`src/rtl/pipo_load_arbiter.sv`:
```
// Round-robin load controller: one winner per IDLE edge drives a shared PIPO register,
// then receives a one-cycle ack and a four-phase release. All outputs are registered.
module pipo_load_arbiter #(
   parameter int unsigned N  = 4,
   parameter int unsigned R  = 4,
   parameter int unsigned CW = 8
) (
   input  logic            clk,
   input  logic            reset_al_in,
   input  logic [R-1:0]    req_in,
   input  logic [R*N-1:0]  data_in,
   output logic [R-1:0]    grant_out,
   output logic [N-1:0]    d_out,
   output logic            load_out,
   output logic [R-1:0]    ack_out,
   output logic            busy_out,
   output logic [CW-1:0]   load_count_out
);

   localparam int unsigned PW = (R > 1) ? $clog2(R) : 1;

   typedef enum logic [1:0] {IDLE, LOAD, ACK, RELEASE} state_t;

   state_t        state_q, state_d;
   logic [PW-1:0] ptr_q, ptr_d;
   logic [PW-1:0] win_q, win_d;
   logic [R-1:0]  grant_q, grant_d;
   logic [N-1:0]  d_q, d_d;
   logic          load_q, load_d;
   logic [R-1:0]  ack_q, ack_d;
   logic          busy_q, busy_d;
   logic [CW-1:0] cnt_q, cnt_d;

   logic          found;
   logic [PW-1:0] pick;
   int unsigned   idx;

   // First requester at or after ptr, scanning modulo R.
   always_comb begin
      found = 1'b0;
      pick  = '0;
      idx   = 0;
      for (int unsigned i = 0; i < R; i++) begin
         idx = (ptr_q + i) % R;
         if (!found && req_in[idx]) begin
            found = 1'b1;
            pick  = PW'(idx);
         end
      end
   end

   always_ff @(posedge clk or negedge reset_al_in) begin
      if (!reset_al_in) begin
         state_q <= IDLE;
         ptr_q   <= '0;
         win_q   <= '0;
      end else begin
         state_q <= state_d;
         ptr_q   <= ptr_d;
         win_q   <= win_d;
      end
   end

   always_comb begin
      state_d = state_q;
      ptr_d   = ptr_q;
      win_d   = win_q;
      case (state_q)
         IDLE: begin
            if (found) begin
               state_d = LOAD;
               win_d   = pick;
               ptr_d   = (pick == PW'(R-1)) ? '0 : pick + 1'b1;
            end
         end
         LOAD:    state_d = ACK;
         ACK:     state_d = RELEASE;
         RELEASE: if (!req_in[win_q]) state_d = IDLE;
         default: state_d = IDLE;
      endcase
   end

   // Output values are computed for the upcoming state so they register cleanly.
   always_comb begin
      grant_d = grant_q;
      d_d     = d_q;
      cnt_d   = cnt_q;
      if (state_q == IDLE && found) begin
         grant_d = R'(1) << pick;
         d_d     = data_in[pick*N +: N];
      end
      if (state_q == RELEASE && state_d == IDLE) grant_d = '0;
      if (state_q == ACK) cnt_d = cnt_q + 1'b1;
      load_d = (state_d == LOAD);
      ack_d  = (state_d == ACK) ? grant_q : '0;
      busy_d = (state_d != IDLE);
   end

   always_ff @(posedge clk or negedge reset_al_in) begin
      if (!reset_al_in) begin
         grant_q <= '0;
         d_q     <= '0;
         load_q  <= 1'b0;
         ack_q   <= '0;
         busy_q  <= 1'b0;
         cnt_q   <= '0;
      end else begin
         grant_q <= grant_d;
         d_q     <= d_d;
         load_q  <= load_d;
         ack_q   <= ack_d;
         busy_q  <= busy_d;
         cnt_q   <= cnt_d;
      end
   end

   assign grant_out      = grant_q;
   assign d_out          = d_q;
   assign load_out       = load_q;
   assign ack_out        = ack_q;
   assign busy_out       = busy_q;
   assign load_count_out = cnt_q;

endmodule

```
`config.mk`:
```
export PLATFORM = sky130hd
export DESIGN_NAME = pipo_load_arbiter
export DESIGN_NICKNAME = d
export VERILOG_FILES = /design/src/rtl/pipo_load_arbiter.sv
export SDC_FILE = /design/constraint.sdc
export NUM_CORES = 1
export LEC_CHECK = 0
export ABC_AREA = 1
export CAP_MARGIN = 0
export CELL_PAD_IN_SITES_DETAIL_PLACEMENT = 1
export CELL_PAD_IN_SITES_GLOBAL_PLACEMENT = 1
export CORE_UTILIZATION = 36
export DETAILED_ROUTE_END_ITERATION = 12
export GPL_TIMING_DRIVEN = 0
export PLACE_DENSITY_LB_ADDON = 0.1
export SYNTH_ARGS = -nofsm -noshare
export SYNTH_HDL_FRONTEND = slang
export SYNTH_SLANG_ARGS = --single-unit
```
`constraint.sdc`:
```
create_clock -name clk -period 6 [get_ports clk]
set_clock_uncertainty 0.2 [all_clocks]
set_input_delay 1.2 -clock clk [delete_from_list [all_inputs] [get_ports clk]]
set_output_delay 1.2 -clock clk [all_outputs]
set_load 0.01 [all_outputs]
```
==> out/qor.txt <==
RUN STATUS
--------------------------------------------------------------------------------
Status ............................................................    completed

LAYOUT
--------------------------------------------------------------------------------
Inserted Diodes ...................................................            0
Final Util ........................................................        51.2%
Final #Nets .......................................................          280
Final Instance Area ...............................................   2110 sq um
Number of standard cells in the layout, taps in and fillers out ...          301
Layout cell share with drive strength beyond 1 ....................        9.96%
Area growth from synthesis to layout ..............................        33.5%

GLOBAL ROUTE
--------------------------------------------------------------------------------
Via count of the first global-routing pass ........................        1,432
Number of antenna violations at the first check in global routing .            0
Largest net degree at the start of global routing .................           29
Leftover overflow at the end of global routing ....................            0
GRT Resource Usage Total ..........................................        18.3%
Wire length of the first global-routing pass ......................      6340 um

CLOCKING
--------------------------------------------------------------------------------
Worst-case clock buffer depth .....................................            2
Number of levels the H-tree was split into ........................            1
Number of cells upsized or downsized after cts ....................            0
Num Clock Sinks ...................................................           28
Worst-Skew Late Latency ...........................................       270 ps
Cts-stage hold buffer count .......................................            0
CTS clk-pin slew, worst paths .....................................        90 ps
Clock Tree Root ...................................................     clkbuf_8
TritonCTS clock tree ..............................................         done
Number of setup buffers added after CTS ...........................            0
Num CTS Buffers ...................................................            3

TIMING
--------------------------------------------------------------------------------
Endpoints failing setup ...........................................            0
Final Slew Violations .............................................            0
Share of the clock period used by the worst path after layout .....        52.4%
Max_slew headroom .................................................        57.9%
Min cycle time layout .............................................      3140 ps
Hold Violations, Final ............................................            0
Post-route setup slack ............................................      2860 ps
Worst hold-check slack ............................................       299 ps
Setup repair after global routing missed its margin ...............        false
Maximum operating frequency .......................................      318 MHz
Transition time of the tightest slew-check pin ....................       632 ps
Setup TNS .........................................................         0 ps

SETUP PATH
--------------------------------------------------------------------------------
Peak per-stage delay on the critical path .........................       430 ps
Data arrival time of the worst path ...............................      3100 ps
Critical path endpoint category ...................................    flip-flop
Endpoint of the lowest-slack register-to-register path ............     ptr_q[1]
Data required time of the critical path ...........................      5950 ps
Number of cells on the worst reg-to-reg path ......................           12
Setup crit start kind ............................................. primary input
Cell mode on critical path ........................................      nand2_1
Critical path type ................................................ primary input to flip-flop
Cells along the critical path ..................................... clkdlybuf4s50_1 -> inv_1 -> nand2_1 -> nand3_1 -> nand2_1 -> nor2_4 -> nand3_2 -> nand3_2 -> inv_1 -> ha_1 -> nand2_1 -> o21ai_0
Peak fanout along the critical path ...............................            8
Startpoint of the worst-slack reg-to-reg timing path ..............     ptr_q[0]
Cell with the biggest individual delay on the critical path ....... clkdlybuf4s50_1
R2R Setup Slk .....................................................      3720 ps

PLACED DESIGN
--------------------------------------------------------------------------------
Instance count after placement with tap cells included ............          298
Count of input and output buffers .................................           43
Place WS ..........................................................      2540 ps
Dpl hpwl ..........................................................      2950 um
Final estimated routing congestion in global placement ............        0.719
Cell Area, Placed .................................................   2070 sq um

DIE
--------------------------------------------------------------------------------
I/O pin count .....................................................           44
Number of placement rows ..........................................           23
Die Footprint .....................................................   4650 sq um
Die outline height ................................................      68.2 um
Die extent in x ...................................................      68.2 um
Floorplan core area ...............................................   4120 sq um
Initial core utilization ..........................................        38.3%

DETAILED ROUTING
--------------------------------------------------------------------------------
Routed vias .......................................................        1,440
Count of TritonRoute iterations in the first routing pass .........            4
DRC ...............................................................            0
Post-route antenna net violation count ............................            0
Iteration-0 DRC Markers ...........................................           43
Length of routed wiring on met1 ...................................      1720 um
Vias per inst .....................................................         4.78
Final wirelength ..................................................      3700 um
Top Metal Used ....................................................         met4
Routed wire per std cell ..........................................      12.3 um
Wire length on met3 ...............................................       177 um
Met2 layer wire length in the routed design .......................      1780 um

SYNTH
--------------------------------------------------------------------------------
Count of unique library cells instantiated by Yosys ...............           23
Commonest cells in the synthesized netlist ........................ nand2_1, dfrtp_1, inv_1, nand3_1, nand2_2
Net count of the mapped netlist ...................................          232
Cell count after synthesis ........................................          205
Portion of the post-synthesis area used by sequential elements ....        44.4%
Synthesized area per cell .........................................   7.70 sq um
Cell with the most instances after synthesis ......................      nand2_1
Number of synthesized flops with an enable pin ....................            0
Largest area contributor in the synthesized netlist ...............      dfrtp_1
Leading cell types by total area after synthesis .................. dfrtp_1, nand2_1, inv_1
Synthesized cell area .............................................   1580 sq um
Warnings from Yosys ...............................................            0
Area share of the largest cell type after synthesis ...............        44.4%
Most frequently used flop master after synthesis ..................      dfrtp_1
Register bit total from synthesis .................................           28
Post-synth ARST share .............................................         100%

POWER AND IR DROP
--------------------------------------------------------------------------------
Static Leakage ....................................................      1.06 nW
Worst voltage drop across the vdd grid ............................       263 uV
Power density cells ...............................................  540 nW/um^2
Power consumption .................................................      1.14 mW

FLOW RUN
--------------------------------------------------------------------------------
Max-cap violations ................................................            0

MIN PATH
--------------------------------------------------------------------------------
Hold Crit Class ................................................... flip-flop to flip-flop
Worst hold path stage count .......................................            1
Endpoint of the worst hold path ................................... load_count_out[7]
Start point of the worst hold path ................................ load_count_out[7]

-- routing by layer --
layer	global-route usage, %	up-vias
met4	2.34	0
met1	23.6	672
met5	0	-
met2	31.7	35
met3	4.17	2
li1	-	731
-- sequential cells by signal (all words and copies together), names as in the netlist --
register        cells
ptr_q               2
win_q               2
d_out               4
state_q             2
busy_out            1
grant_out           4
ack_out             4
load_out            1
load_count_out      8
-- how the worst max path moves through the flow --
stage,startpoint,to,slack [ps],cells after the start
2_1_floorplan,req_in[3],ptr_q[1],3310,11
3_3_place_gp,req_in[1],ptr_q[1],2560,12
3_5_place_dp,req_in[1],ptr_q[1],2540,12
4_1_cts,req_in[1],ptr_q[1],2820,12
5_1_grt,req_in[2],ptr_q[1],2710,14
6_report,req_in[1],ptr_q[1],2860,12
-- worst max-delay path, delay by kind of cell --
family	cells	cell delay, ps
buffers and inverters	3	670
adders and majority gates	1	330
and+or+nand+nor	7	830
AOI/OAI and AO/OA	1	70
-- cell type report --
type,count,area [sq um]
Fill cell,527,2010
Timing Repair Buffer,43,425
Multi-Input combinational cell,149,749
Inverter,24,90.1
Clock buffer,3,41.3
Sequential cell,28,701
Tap cell,50,62.6
Buffer,4,37.5
-- cells in the final DEF, fill, tap and decap left out, drive strengths merged --
cell,instances
nand2,87
clkdlybuf4s50,42
dfrtp,28
inv,24
nand3,18
o21ai,11
nor2,10
xor2,6
ha,5
buf,5
a21oi,4
clkbuf,3
nand4,2
nand3b,1
nor3,1
mux2,1
o21bai,1
nor3b,1
xnor2,1
-- logic make-up after synthesis --
logic type	Yosys count	share of synthesized area (%)
AO/OA/AOI/OAI	16	5.23
XOR/XNOR	7	3.89
adder cells (fa/ha/maj)	5	3.97
buffers and inverters	28	8.09
flip-flops	28	44.4
multiplexers	1	0.714
AND/OR/NAND/NOR	120	33.7
-- report_power, final --
part,internal [mW],leakage (nW),switching (mW)
Combinational,0.294,0.683,0.431
Sequential,0.264,0.354,0.0496
Clock,0.0450,0.0216,0.0534
Total,0.603,1.06,0.534
Note: power is estimated with default switching activity, not from simulation.
